`src/rtl/uart_sender_pkg.sv`:
```
// Shared types and sizing for the UART word sender: FSM state encoding and bytes-per-word.
`default_nettype none

package uart_sender_pkg;

  localparam int DEF_NB_DATA    = 32;
  localparam int DEF_N_BITS     = 8;
  localparam int BYTES_PER_WORD = DEF_NB_DATA / DEF_N_BITS;
  localparam int NB_BYTE_CNT    = $clog2(BYTES_PER_WORD + 1);

  typedef enum logic [3:0] {
    IDLE    = 4'd0,
    READ    = 4'd1,
    WAIT_RD = 4'd2,
    LOAD    = 4'd3,
    SEND    = 4'd4,
    WAIT_TX = 4'd5,
    NEXT    = 4'd6,
    FINISH  = 4'd7,
    CKSUM   = 4'd8
  } state_t;

endpackage

`default_nettype wire

```
`src/rtl/uart_word_sender_shifter.sv`:
```
// word_byte_shifter: loadable MSB-first word shift register with a remaining-byte counter.
`default_nettype none

module word_byte_shifter
  import uart_sender_pkg::*;
#(
  parameter int NB_DATA = DEF_NB_DATA,
  parameter int N_BITS  = DEF_N_BITS
) (
  input  logic               clock,
  input  logic               reset,
  input  logic               load,
  input  logic               shift,
  input  logic [NB_DATA-1:0] data_in,
  output logic [N_BITS-1:0]  byte_out,
  output logic               last
);

  localparam int BPW   = NB_DATA / N_BITS;
  localparam int CNT_W = $clog2(BPW + 1);

  logic [NB_DATA-1:0] shreg_q, shreg_d;
  logic [CNT_W-1:0]   cnt_q, cnt_d;

  always_comb begin
    shreg_d = shreg_q;
    cnt_d   = cnt_q;
    if (load) begin
      shreg_d = data_in;
      cnt_d   = CNT_W'(BPW);
    end else if (shift) begin
      shreg_d = shreg_q << N_BITS;
      if (cnt_q != '0) cnt_d = cnt_q - 1'b1;
    end
  end

  always_ff @(posedge clock) begin
    if (reset) begin
      shreg_q <= '0;
      cnt_q   <= '0;
    end else begin
      shreg_q <= shreg_d;
      cnt_q   <= cnt_d;
    end
  end

  assign byte_out = shreg_q[NB_DATA-1 -: N_BITS];
  assign last     = (cnt_q == CNT_W'(1));

endmodule

`default_nettype wire

```
`src/rtl/uart_word_sender.sv`:
```
// uart_word_sender: reads a block of words from a source and streams them MSB-first as bytes to tx_uart.
// Optional trailing XOR checksum byte when UART_SENDER_CHECKSUM_EN is defined.
`default_nettype none

module uart_word_sender
  import uart_sender_pkg::*;
#(
  parameter int NB_DATA   = 32,
  parameter int N_BITS    = 8,
  parameter int NB_ADDR   = 7,
  parameter int NB_COUNT  = 8,
  parameter int ADDR_STEP = 1
) (
  input  logic                clock,
  input  logic                reset,
  input  logic                start_i,
  input  logic [NB_ADDR-1:0]  base_addr_i,
  input  logic [NB_COUNT-1:0] n_words_i,
  output logic                rd_en_o,
  output logic [NB_ADDR-1:0]  rd_addr_o,
  input  logic [NB_DATA-1:0]  rd_data_i,
  output logic                tx_start_o,
  output logic [N_BITS-1:0]   tx_data_o,
  input  logic                tx_done_tick_i,
  output logic                busy_o,
  output logic                done_o
);

  state_t                state_q, state_d;
  state_t                tail_state;
  logic [NB_ADDR-1:0]    addr_q, addr_d;
  logic [NB_COUNT-1:0]   words_left_q, words_left_d;
  logic [N_BITS-1:0]     byte_out;
  logic                  last_byte;
  logic                  sh_load;
  logic                  sh_shift;
  logic                  start_ok;

  assign start_ok = (state_q == IDLE) && start_i;

`ifdef UART_SENDER_CHECKSUM_EN
  logic [N_BITS-1:0] cksum_q, cksum_d;
  logic              ck_phase_q, ck_phase_d;

  assign tail_state = CKSUM;
  assign sh_shift   = (state_q == WAIT_TX) && tx_done_tick_i && !ck_phase_q;

  // XOR accumulates each data byte as it is launched; the checksum byte itself is excluded.
  always_comb begin
    cksum_d    = cksum_q;
    ck_phase_d = ck_phase_q;
    if (start_ok) begin
      cksum_d    = '0;
      ck_phase_d = 1'b0;
    end else if (state_q == SEND) begin
      cksum_d = cksum_q ^ byte_out;
    end else if (state_q == CKSUM) begin
      ck_phase_d = 1'b1;
    end
  end

  always_ff @(posedge clock) begin
    if (reset) begin
      cksum_q    <= '0;
      ck_phase_q <= 1'b0;
    end else begin
      cksum_q    <= cksum_d;
      ck_phase_q <= ck_phase_d;
    end
  end
`else
  assign tail_state = FINISH;
  assign sh_shift   = (state_q == WAIT_TX) && tx_done_tick_i;
`endif

  assign sh_load = (state_q == LOAD);

  word_byte_shifter #(
    .NB_DATA (NB_DATA),
    .N_BITS  (N_BITS)
  ) u_shifter (
    .clock    (clock),
    .reset    (reset),
    .load     (sh_load),
    .shift    (sh_shift),
    .data_in  (rd_data_i),
    .byte_out (byte_out),
    .last     (last_byte)
  );

  always_ff @(posedge clock) begin
    if (reset) begin
      state_q      <= IDLE;
      addr_q       <= '0;
      words_left_q <= '0;
    end else begin
      state_q      <= state_d;
      addr_q       <= addr_d;
      words_left_q <= words_left_d;
    end
  end

  always_comb begin
    state_d = state_q;
    case (state_q)
      IDLE:    if (start_i) state_d = (n_words_i == '0) ? tail_state : READ;
      READ:    state_d = WAIT_RD;
      WAIT_RD: state_d = LOAD;
      LOAD:    state_d = SEND;
      SEND:    state_d = WAIT_TX;
      WAIT_TX: begin
        if (tx_done_tick_i) begin
`ifdef UART_SENDER_CHECKSUM_EN
          if (ck_phase_q) state_d = FINISH;
          else
`endif
          if (!last_byte) state_d = SEND;
          else if (words_left_q > NB_COUNT'(1)) state_d = NEXT;
          else state_d = tail_state;
        end
      end
      NEXT:    state_d = READ;
      FINISH:  state_d = IDLE;
`ifdef UART_SENDER_CHECKSUM_EN
      CKSUM:   state_d = WAIT_TX;
`endif
      default: state_d = IDLE;
    endcase
  end

  // NEXT is only reached with more than one word left, so the count cannot underflow.
  always_comb begin
    addr_d       = addr_q;
    words_left_d = words_left_q;
    if (start_ok) begin
      addr_d       = base_addr_i;
      words_left_d = n_words_i;
    end else if (state_q == NEXT) begin
      addr_d       = addr_q + NB_ADDR'(ADDR_STEP);
      words_left_d = words_left_q - 1'b1;
    end
  end

  always_comb begin
    rd_en_o    = (state_q == READ);
    tx_start_o = (state_q == SEND);
    tx_data_o  = byte_out;
    busy_o     = (state_q != IDLE) && (state_q != FINISH);
    done_o     = (state_q == FINISH);
`ifdef UART_SENDER_CHECKSUM_EN
    if (state_q == CKSUM) tx_start_o = 1'b1;
    if ((state_q == CKSUM) || ck_phase_q) tx_data_o = cksum_q;
`endif
  end

  assign rd_addr_o = addr_q;

endmodule

`default_nettype wire

```
`config.mk`:
```
export PLATFORM = sky130hd
export DESIGN_NAME = uart_word_sender
export DESIGN_NICKNAME = d
export VERILOG_FILES = /design/src/rtl/uart_sender_pkg.sv /design/src/rtl/uart_word_sender_shifter.sv /design/src/rtl/uart_word_sender.sv
export SDC_FILE = /design/constraint.sdc
export NUM_CORES = 1
export LEC_CHECK = 0
export CORE_MARGIN = 2
export CORE_UTILIZATION = 50
export CTS_BUF_LIST = sky130_fd_sc_hd__clkbuf_2 sky130_fd_sc_hd__clkbuf_4 sky130_fd_sc_hd__clkbuf_8
export DETAILED_ROUTE_END_ITERATION = 8
export PLACE_DENSITY = 0.81
export SLEW_MARGIN = 20
export SYNTH_ARGS = -nofsm -noshare
export SYNTH_HDL_FRONTEND = slang
export SYNTH_HIERARCHICAL = 1
export SYNTH_SLANG_ARGS = --single-unit
```
`constraint.sdc`:
```
create_clock -name clock -period 3.7 [get_ports clock]
set_input_delay 0.74 -clock clock [delete_from_list [all_inputs] [get_ports clock]]
set_output_delay 0.74 -clock clock [all_outputs]
set_load 0.02 [all_outputs]
```
### Word-level counts from Yosys, hierarchy flattened

Cells that the tools add are included.

| cells by class | value |
|---|---|
| $add $sub $neg | 3 |
| magnitude comparators | 1 |
| equality and inequality tests | 11 |
| mux-type cells | 15 |
| reduce and logical (&&, ||, !) cells | 14 |

Operator list:

| cell | count |
|---|---|
| two-way mux 32 bit | 2 |
| one-hot mux 4 bit (7 select lines) | 1 |
| == test 4 x 3 -> 1 bit, second input constant | 4 |
| two-way mux 8 bit | 2 |
| two-way mux 7 bit | 2 |
| two-way mux 3 bit | 4 |
| == test 4 x 2 -> 1 bit, second input constant | 2 |
| greater-than comparator 8 x 1 -> 1 bit, second input constant | 1 |
| logical NOT 8 bit | 1 |
| two-way mux 4 bit | 2 |
| subtractor 8 x 1 -> 8 bit, second input constant | 1 |
| adder 7 x 1 -> 7 bit, second input constant | 1 |
| AND reduction 2 bit | 3 |
| nonzero test 2 bit | 3 |
| == test 4 x 1 -> 1 bit, second input constant | 1 |
| logical NOT 4 bit | 1 |
| != test 2 bit, second input constant | 2 |
| != test 4 x 3 -> 1 bit, second input constant | 1 |
| nonzero test 4 bit | 1 |
| == test 3 x 1 -> 1 bit, second input constant | 1 |
| logical AND 1 bit | 3 |
| nonzero test 3 bit | 1 |
| subtractor 3 x 1 -> 3 bit, second input constant | 1 |
| two-way mux 2 bit | 1 |
| 2 further kinds | 2 |

| word-level totals | value |
|---|---|
| bits in registers | 54 |
| input port bits | 51 |
| output and inout bits | 19 |
| logic and storage cells | 50 |

### Depth between registers and ports, before layout

| depth | value |
|---|---|
| word-level depth | 5 |
| mapped depth | 9 |

### By module

Netlist, hierarchy kept.

Modules (own cells, without submodules):

| module | instances | cells an instance | area each (sq um) |
|---|---|---|---|
| word_byte_shifter | 1 | 169 | 1781.7 |
| uart_word_sender | 1 | 125 | 1038.5 |

### Worst setup path before layout

No wires, ideal clock.

| timing | value |
|---|---|
| kind | flip-flop to output port |
| start point | register state_q[0] |
| end point | output port busy_o |
| data arrival time | 1.125 ns |
| required time | 2.960 ns |
| setup slack | 1.835 ns |
| cell stages (with the launch flop) | 4 |
| path buffers | 1 |
| cell sequence | dfxtp_1 -> clkbuf_1 -> and3_1 -> nor2_1 |

| on the way | value |
|---|---|
| cells in the longest elaborated chain, start to end | 2 |

Ends and longest elaborated chain:

| what | line | text |
|---|---|---|
| from (decl) | uart_word_sender.sv:29 | `state_t state_q, state_d;` |
| from (signal assigned) | uart_word_sender.sv:97 | `state_q <= state_d;` |
| != test 4 x 3 -> 1 bit or nonzero test 4 bit (tied branches) | uart_word_sender.sv:148 | `busy_o = (state_q != IDLE) && (state_q != FINISH);` |
| logical AND 1 bit * | uart_word_sender.sv:148 |  |
| to (decl) | uart_word_sender.sv:25 | `output logic busy_o,` |

Mark *: on every way between the ends. The rest lies on a longest branch, timed or not.

### Worst setup path after layout

| timing | value |
|---|---|
| start point | register state_q[0] |
| end point | output port rd_en_o |

| on the way | value |
|---|---|
| cells in the longest elaborated chain, start to end | 1 |

Ends and longest elaborated chain:

| what | line | text |
|---|---|---|
| == test 4 x 1 -> 1 bit | uart_word_sender.sv:145 | `rd_en_o = (state_q == READ);` |
| to (decl) | uart_word_sender.sv:19 | `output logic rd_en_o,` |

No other way between the ends.

==> flow_metrics.tcl <==
set metrics [dict create \
    finalSetupViolCount 0 \
    final_common_cell "clkdlybuf4s50_1" \
    diodes 0 \
    maxCapViolCount 0 \
    tightest_slew_ps 987 \
    synth_top_area_cell "dfxtp_1" \
    slew_headroom_pct 34.2 \
    clock_skew_ps 7.45 \
    routed_wl_um 5850 \
    ys_warn_count 6 \
    port_buffers 69 \
    hold_path.class "reg2reg" \
    grt_start_max_net_pins 55 \
    rsz0062_at_grt "false" \
    hp-start "words_left_q[2]$_SDFFE_PP0P_" \
    start_util_pct 51.5 \
    synth-edff-count 0 \
    gr-usage-all-layers_pct 19.2 \
    crit_path_end_kind "primary output" \
    dpl-instance-area_sq_um 3430 \
    dp_hpwl_um 3990 \
    p_comb_share_pct 22.7 \
    wl_per_cell_um 14.0 \
    antenna_found_initial 0 \
    cts-buffers-inserted 5 \
    routabilityCongestion 0.769 \
    status "completed" \
    fin_area_sq_um 3530 \
    p_per_area_nw_per_um2 364 \
    final_layout_size_suffix_gt1_share_pct 16.2 \
    final_cell_mix "clkdlybuf4s50_1 (68), dfxtp_1 (53), nor2_1 (49)" \
    grt_pass1_vias 2176 \
    synth.avg_cell_area_sq_um 9.59 \
    power_leakage_nw 1.28 \
    dp.cells 409 \
    ir_drop_v 0.000218 \
    grt-ovfl-total 0 \
    cts_hold_buf 0 \
    switching_share_pct 30.0 \
    critPathLaunchType "register" \
    path_class "reg2out" \
    dieArea_sq_um 6260 \
    postCtsSetupRepairBufs 0 \
    power.switching_mw 0.385 \
    hold_viol 0 \
    yosysTopAreaCellShare_pct 37.6 \
    cp_slowest_stage_delay_ps 620 \
    setup_ws_ps 1100 \
    ys_async_sr_fraction_pct 0 \
    p_clk_share_pct 27.0 \
    num-nets-final 401 \
    yosys-top-cells-area "dfxtp_1 (38%), mux2i_1 (8.5%), mux2_2 (8.4%)" \
    drc 0 \
    grt_pass1_wl_um 9670 \
    startpoint "state_q[0]$_SDFFE_PP0P_" \
    multi_input_area_sq_um 1550 \
    cpLargestDelayFamily "buffers and inverters" \
    r2r-start "state_q[0]$_SDFFE_PP0P_" \
    netlist_instances 294 \
    root_buffer "clkbuf_8" \
    worstPathMaxFanout 14 \
    cts.sinks 53 \
    drtIter0Drc 124 \
    synth_nets 351 \
    yosysSeqAreaShare_pct 37.6 \
    p_int_mw 0.899 \
    place_ws_ps 1020 \
    nFillCells 475 \
    die_width_um 79.1 \
    seqPwrFrac_pct 50.3 \
    finalMaxSlewViolations 0 \
    drtPass1Iterations 4 \
    via_per_inst 5.41 \
    core_sq_um 5470 \
    ys.flop_type "dfxtp_1" \
    pin_count 70 \
    setup_tns_ps 0 \
    slowest_stage "clkdlybuf4s50_1" \
    cts_tree "yes" \
    syn_area_sq_um 2820 \
    final.min_clock_period_ps 2600 \
    drtAntennaViolNets 0 \
    clk_path_buf_depth 2 \
    yosys.cell_types.count 55 \
    crit_arrival_ps 1860 \
    fin_crit_sh_pct 70.2 \
    chipHeight_um 79.1 \
    cp_cell_sequence "nand2b_1, nor2_1, clkdlybuf4s50_1" \
    syn2layout_area_growth_pct 25.0 \
    register_area_sq_um 1060 \
    finalNonFillerCells 417 \
    crit_required_ps 2960 \
    clk_latency_ps 320 \
    num_vias 2257 \
    rows 27 \
    fmax_ghz 0.385 \
    crit_buf_inv 1 \
    ys_ff_latch 53 \
    htree_levels 2 \
    path_clk_slew_ps 100 \
    cts_resized 0 \
]
[worst reg2reg max path: stages, from the launching register on]
cell and delay [ps]:
dfxtp_1 590, and4_2 290, buf_4 440, mux2_2 410, mux2i_1 150, nor2_1 50
[Yosys cell counts, types with 6 or more instances]
| cell type | n |
|---|---|
| a21oi_1 | 14 |
| buf_4 | 12 |
| clkbuf_1 | 6 |
| dfxtp_1 | 53 |
| ha_1 | 6 |
| inv_1 | 6 |
| mux2_2 | 21 |
| mux2i_1 | 24 |
| nand2_1 | 11 |
| nand3_1 | 6 |
| nor2_1 | 50 |
| nor3b_2 | 7 |
[worst paths after layout]
check / endpoint / slack, ps / depth (start not counted)
hold reg to reg: words_left_q[2]$_SDFFE_PP0P_ / 500 / 2
setup reg to reg: u_shifter/shreg_q[20]$_SDFFE_PP0P_ / 1620 / 5
setup / recovery: rd_en_o / 1100 / 3
hold / removal: words_left_q[2]$_SDFFE_PP0P_ / 500 / 2
[metrics by stage]
step	hold slack, ps	util (%)	total power [mW]
floorplan	467	-	0.833
global placement	479	62.7	0.944
detailed placement	494	62.7	0.950
CTS	507	64.4	1.30
global route	535	64.4	1.35
finish	505	64.4	1.28
[state kept, by name, indices dropped and copies added, names as in the netlist]
register and cells:
u_shifter/cnt_q 3, words_left_q 8, rd_addr_o 7, u_shifter/shreg_q 32, state_q 3
[power by group through the flow]
| stage | sequential (mW) | clock, mW | combinational, mW |
|---|---|---|---|
| after floorplan | 0.653 | 0 | 0.180 |
| after global placement | 0.657 | 0 | 0.287 |
| after detailed placement | 0.659 | 0 | 0.291 |
| after CTS | 0.646 | 0.360 | 0.292 |
| after global routing | 0.654 | 0.381 | 0.316 |
| final | 0.646 | 0.347 | 0.292 |
[routing by layer]
| metal | GRT usage, % | routed length [um] | up-vias |
|---|---|---|---|
| li1 | - | - | 1140 |
| met1 | 24.2 | 2700 | 1051 |
| met2 | 31.8 | 2730 | 59 |
| met3 | 4.77 | 349 | 7 |
| met4 | 7.07 | 70 | 0 |
| met5 | 0 | 0 | - |
[cell type report]
cell class	instances	share of cell area (%)
Multi-Input combinational cell	206	43.9
Sequential cell	53	30.1
Timing Repair Buffer	72	20.1
Tap cell	72	2.56
Clock buffer	5	1.95
Clock inverter	3	0.745
Inverter	6	0.639
[cells by family after synthesis]
family	after synthesis	share of synthesized area (%)
multiplexers	50	19.6
buffers and inverters	35	7.76
AO/OA/AOI/OAI	43	11.1
adder cells (fa/ha/maj)	6	2.66
AND/OR/NAND/NOR	107	21.3
flip-flops	53	37.6
Note: power is estimated with default switching activity, not from simulation.
